### config.mk
export PLATFORM = sky130hd
export DESIGN_NAME = btn_press_conditioner
export DESIGN_NICKNAME = d
export VERILOG_FILES = /design/src/rtl/btn_press_conditioner.sv
export SDC_FILE = /design/constraint.sdc
export NUM_CORES = 1
export LEC_CHECK = 0
export ABC_AREA = 1
export CAP_MARGIN = 25
export CORE_ASPECT_RATIO = 1.4
export CORE_UTILIZATION = 35
export DETAILED_ROUTE_END_ITERATION = 10
export GPL_TIMING_DRIVEN = 0
export SYNTH_ARGS = -nofsm -noshare
export SYNTH_HDL_FRONTEND = slang
export SYNTH_SLANG_ARGS = --single-unit
### constraint.sdc
create_clock -name clk -period 2 [get_ports clk]
set_clock_uncertainty 0.1 [all_clocks]
set_input_delay 0.4 -clock clk [delete_from_list [all_inputs] [get_ports clk]]
set_output_delay 0.4 -clock clk [all_outputs]
set_load 0.02 [all_outputs]
### src/rtl/btn_press_conditioner.sv
// Four-button front end: 2-flop synchronizer, per-bit debounce counter, and a
// single-entry press event register with ready/valid handoff.
module btn_press_conditioner #(
  parameter int DEBOUNCE_CYCLES = 4
) (
  input  logic       clk,
  input  logic       rst,
  input  logic [3:0] btn,
  input  logic       press_ready,
  output logic [3:0] btn_level,
  output logic       press_valid,
  output logic [1:0] press_idx,
  output logic [3:0] press_onehot,
  output logic       multi_press,
  output logic       overrun
);

  localparam int CW = $clog2(DEBOUNCE_CYCLES + 1);
  localparam logic [CW-1:0] CNT_LAST = CW'(DEBOUNCE_CYCLES - 1);

  typedef enum logic {
    EMPTY   = 1'b0,
    PENDING = 1'b1
  } state_t;

  logic [3:0]    sync1_q, sync1_d;
  logic [3:0]    sync2_q, sync2_d;
  logic [3:0]    level_q, level_d;
  logic [CW-1:0] cnt_q [4];
  logic [CW-1:0] cnt_d [4];
  logic [3:0]    flip;
  logic [3:0]    rise;
  logic [1:0]    low_idx;
  logic          multi_any;

  state_t        state_q, state_d;
  logic [1:0]    idx_q, idx_d;
  logic          multi_q, multi_d;
  logic          overrun_q, overrun_d;

  // A bit flips only after DEBOUNCE_CYCLES consecutive cycles of disagreement.
  genvar gi;
  generate
    for (gi = 0; gi < 4; gi++) begin : g_debounce
      assign flip[gi]  = (sync2_q[gi] != level_q[gi]) && (cnt_q[gi] == CNT_LAST);
      assign cnt_d[gi] = ((sync2_q[gi] == level_q[gi]) || flip[gi]) ? '0
                                                                     : cnt_q[gi] + CW'(1);
    end
  endgenerate

  always_comb begin
    sync1_d   = btn;
    sync2_d   = sync1_q;
    level_d   = level_q ^ flip;
    rise      = flip & ~level_q;
    multi_any = (rise & (rise - 4'd1)) != 4'd0;
    low_idx   = 2'd0;
    for (int i = 3; i >= 0; i--) begin
      if (rise[i]) low_idx = 2'(i);
    end
  end

  always_comb begin
    state_d   = state_q;
    idx_d     = idx_q;
    multi_d   = multi_any;
    overrun_d = 1'b0;
    case (state_q)
      EMPTY: begin
        if (|rise) begin
          state_d = PENDING;
          idx_d   = low_idx;
        end
      end
      PENDING: begin
        if (press_ready) begin
          // Accept the old event; a same-edge rise replaces it directly.
          if (|rise) idx_d = low_idx;
          else       state_d = EMPTY;
        end else if (|rise) begin
          overrun_d = 1'b1;
        end
      end
      default: state_d = EMPTY;
    endcase
  end

  always_ff @(posedge clk or negedge rst) begin
    if (!rst) begin
      sync1_q   <= '0;
      sync2_q   <= '0;
      level_q   <= '0;
      for (int i = 0; i < 4; i++) cnt_q[i] <= '0;
      state_q   <= EMPTY;
      idx_q     <= '0;
      multi_q   <= 1'b0;
      overrun_q <= 1'b0;
    end else begin
      sync1_q   <= sync1_d;
      sync2_q   <= sync2_d;
      level_q   <= level_d;
      for (int i = 0; i < 4; i++) cnt_q[i] <= cnt_d[i];
      state_q   <= state_d;
      idx_q     <= idx_d;
      multi_q   <= multi_d;
      overrun_q <= overrun_d;
    end
  end

  assign btn_level    = level_q;
  assign press_valid  = (state_q == PENDING);
  assign press_idx    = idx_q;
  assign press_onehot = (state_q == PENDING) ? (4'b0001 << idx_q) : 4'b0000;
  assign multi_press  = multi_q;
  assign overrun      = overrun_q;

endmodule

# After elaboration in Yosys (flattened, before gate mapping)
# Cells that the tools add are included.
[op_classes]
n_addsub = 5
n_eq_ne = 13
shift = 1
mux = 17
bitwise = 5
reduce_logical = 10
[op_table]
columns = ["cell", "n"]
rows = [
  ["adder 3 x 1 -> 3 bit, second input constant", 4],
  ["equality test 3 x 2 -> 1 bit, second input constant", 4],
  ["2-to-1 mux 2 bit", 6],
  ["2-to-1 mux 3 bit", 4],
  ["AND 4 bit", 2],
  ["equality test 1 bit", 4],
  ["logical AND 1 bit", 4],
  ["logical OR 1 bit", 4],
  ["2-to-1 mux 1 bit", 4],
  ["2-to-1 mux 4 bit", 1],
  ["inequality test 1 bit", 4],
  ["NOT 4 bit", 1],
  ["one-hot mux 2 bit (2 select lines)", 1],
  ["nonzero test 4 bit", 1],
  ["OR reduction 4 bit", 1],
  ["<< shifter 1 x 2 -> 4 bit, first input constant", 1],
  ["subtractor 4 x 1 -> 4 bit, second input constant", 1],
  ["bitwise XOR 4 bit", 1],
  ["inequality test 2 bit, second input constant", 1],
  ["one-hot mux 1 bit (2 select lines)", 1],
  ["NOT 1 bit", 1],
]
[totals]
ff_bits = 29
in_bits = 7
word_cells = 62

# Longest topological paths before layout
[logic_depth]
word_depth = 10
mapped_depth = 9
mapped_depth_nobuf = 9

# Worst setup path after synthesis
# OpenSTA, ideal clock, no wires.
[synth_timing]
kind = "register -> output"
startpoint = "register idx_q[0] (netlist: press_idx[0])"
endpoint = "output port press_onehot[3]"
t_arrival_ps = 1079
slack_ps = 421
path_stages_with_launch = 3
cell_sequence = "dfrtp_1 -> inv_1 -> nor3_1"
[synth_between]
elab_chain_len = 2
[synth_rtl]
columns = ["element", "line", "source"]
rows = [
  ["start: declaration", "37", "logic [1:0] idx_q, idx_d;"],
  ["start signal: assignment", "104", "idx_q <= idx_d;"],
  ["<< shifter 1 x 2 -> 4 bit", "113", "assign press_onehot = (state_q == PENDING) ? (4'b0001 << idx_q) : 4'b0000;"],
  ["2-to-1 mux 4 bit", "113", ""],
  ["end: declaration", "13", "output logic [3:0] press_onehot,"],
]
# Every way passes these cells.

==> impl_metrics.csv <==
group,metric,value,unit
outcome,status,"completed",
layout,antenna_cells,0,
cts,clkTransAtPathRegs,0.06,ns
pwr,power.total,1.99,mW
synthesis,syn-instance-count,116,
critical_path,worstPathCellList,"clkdlybuf4s50_1",
routing,drcViolationCount,0,
synthesis,synth_common_cells,"29 x dfrtp_1, 19 x nor2_1, 18 x inv_1, 18 x nand2_1, 8 x ha_1",
cts,cts_sinks,29,
worst_hold_path,hold_path_depth,0,
pwr,p_per_area,1320,mW/mm^2
placed_design,place_area,0.00143,sq mm
critical_path,r2r_slack,0.46,ns
timing,setup_ws,0.176,ns
critical_path,critPathTopFamily,"buffers and inverters",
timing,timing.fmax,548,MHz
timing,min_period,1.82,ns
layout,nNetsFinal,158,
critical_path,r2r_end,"press_idx[0]$_DFFE_PN0P_",
timing,slew_viol_final,0,
global_routing,grt_start_max_net_pins,16,
layout,design_area,0.00151,sq mm
pwr,ir_drop,0.000775,V
placed_design,place_congestion,0.812,
critical_path,worst_ep_required_time,1.50,ns
routing,totalWireLength,1.68,mm
timing,fin_crit_sh,0.912,
global_routing,grt_usage,0.122,
die,die_h,70.4,um
cts,cts_tree,"built",
synthesis,synth_edf_count,0,
cts,root_buffer,"clkbuf_8",
routing,ant_nets,0,
timing,fin_tns_setup,0,ns
critical_path,crit_slowest_cell,"clkdlybuf4s50_1",
synthesis,synth_most_common_cell,"dfrtp_1",
cts,hold_buffers,0,
critical_path,critPathKind,"flip-flop to output pin",
synthesis,synth_top_family_by_area,"simple AND/OR/NAND/NOR gates",
placed_design,hpwl,1.32,mm
worst_hold_path,hold_class,"flip-flop to flip-flop",
critical_path,critPathBufInv,1,
die,core-area,0.00315,sq mm
routing,first_pass_iters,2,
synthesis,syn_area,0.00117,sq mm
synthesis,synth_compound_area_frac,0.0598,
pwr,p_leak,0.739,nW
global_routing,antenna_found_initial,0,
timing,max_slew_margin,0.546,
synthesis,synth.avg_cell_area,10.1,sq um
synthesis,synth_ff_type,"dfrtp_1",
synthesis,yosysUniqueCellTypes,15,
global_routing,grt_pass1_wl,3.17,mm
placed_design,place_inst,175,
timing,hold_slack,0.245,ns
critical_path,cp-start-kind,"flip-flop",
critical_path,worstPathMaxFanout,5,
synthesis,seq_area_frac_synth,0.620,
timing,hold_violations,0,
synthesis,synthAdderAreaFrac,0.0855,
cts,clockBufferDepth,2,
synthesis,yosysTopAreaCell,"dfrtp_1",
synthesis,synth_mux_area_frac,0,
synthesis,synth_nets,131,
worst_hold_path,min_from,"sync1_q[0]$_DFF_PN0_",
global_routing,grt_pass1_vias,754,
die,initial_core_util,0.371,
cts,numCtsBuffers,5,
routing,drt_iter0_drc,8,
critical_path,rr_worst_depth,8,
critical_path,reg2reg_from,"cnt_q[6]$_DFF_PN0_",
job,cap_violations,0,
synthesis,ys_ff_latch,29,
placed_design,dpl_worst_slack,0.232,ns
layout,utilization,0.478,
die,num_rows,24,
synthesis,synth-simple-area-share,0.177,
cts,clock_latency,0.27,ns
synthesis,synthTopCellsByArea,"dfrtp_1 62%, ha_1 8.5%, nor2_1 6.1%",
routing,avgViaCountPerCell,4.40,
cts,cts_post_setup_buffers_inserted,0,
synthesis,ys_async_sr_fraction,1.00,
synthesis,synth_top_area_frac,0.620,
die,chipWidth,50.9,um
timing,worstMarginPinSlew,0.679,ns
synthesis,ys.warnings.count,0,
routing,post_drt_wl_per_cell,9.25,um
synthesis,synth_xor_area_frac,0,
placed_design,portBuffers,19,
critical_path,worstSetupEndpointType,"output pin",
timing,rsz0062_at_grt,"false",
layout,areaGrowthSynthToFinish,28.6,%
die,io-pin-count,20,
critical_path,cp_slowest_stage_delay,0.64,ns
layout,fillerInstances,308,
layout,layout-drive-gt1-share,0.0839,
routing,num_vias,800,
global_routing,grt-ovfl-total,0,
critical_path,cp.arrival,1.32,ns
worst_hold_path,hold_end,"sync2_q[0]$_DFF_PN0_",
die,die-area,0.00358,sq mm
layout,fin_cells,182,
cts,cts_max_level,2,
timing,setup_viol,0,
where the power goes:
part	leakage [nW]	internal, mW	total (mW)	switching [mW]
Combinational	0.327	0.286	0.669	0.382
Sequential	0.367	0.755	0.862	0.106
Clock	0.0443	0.272	0.458	0.187
Total	0.739	1.31	1.99	0.676
area by class of cell:
class	count	area [sq um]	share of cell area
sequential	29	726	0.482
tap	39	48.8	0.0324
clock buffer	7	86.3	0.0573
multi-input combinational	69	378	0.251
timing repair buffer	20	200	0.133
inverter	18	67.6	0.0449
metal layers:
layer,GRT usage,routed length [um]
met1,0.144,720
met2,0.184,801
met3,0.0479,109
met4,0.0741,52
met5,0,0
how the worst max path moves through the flow:
| stage | start | to | slack (ns) | depth (start not counted) |
|---|---|---|---|---|
| finish | flip-flop | btn_level[3] | 0.18 | 1 |
| floorplan | press_idx[0]$_DFFE_PN0P_ | press_onehot[3] | 0.42 | 2 |
| global route | press_idx[0]$_DFFE_PN0P_ | press_onehot[3] | 0.11 | 3 |
| detailed placement | press_idx[0]$_DFFE_PN0P_ | press_onehot[3] | 0.23 | 3 |
| CTS | flip-flop | btn_level[3] | 0.16 | 1 |
| global placement | rst | cnt_q[8]$_DFF_PN0_ | 0.007 | 1 |
cell usage in the layout (no fill, tap or decap):
master / count
clkbuf_8: 6
inv_1: 18
a21oi_1: 3
nor2_1: 19
nand2_2: 1
nand3_1: 2
a21boi_1: 1
o21ai_0: 7
buf_8: 1
nor2_2: 2
clkbuf_1: 1
ha_1: 8
o211ai_1: 1
nand3_2: 2
dfrtp_1: 29
nand2_1: 18
nor3_1: 4
o21ai_1: 1
dlygate4sd2_1: 4
clkdlybuf4s50_1: 15
what timing repair did:
| action | 4_1_cts | 5_1_grt |
|---|---|---|
| setup endpoints to repair | 4 | 0 |
| gates resized for setup | 4 | 0 |
| endpoints found under the hold margin | 0 | 0 |
cell families (layout without fill, tap and decap cells):
| family | after synthesis | count (layout) |
|---|---|---|
| flops | 29 | 29 |
| buf+inv | 18 | 45 |
| compound gates | 13 | 13 |
| fa+ha+maj | 8 | 8 |
| simple gates | 48 | 48 |
Note: power is estimated with default switching activity, not from simulation.
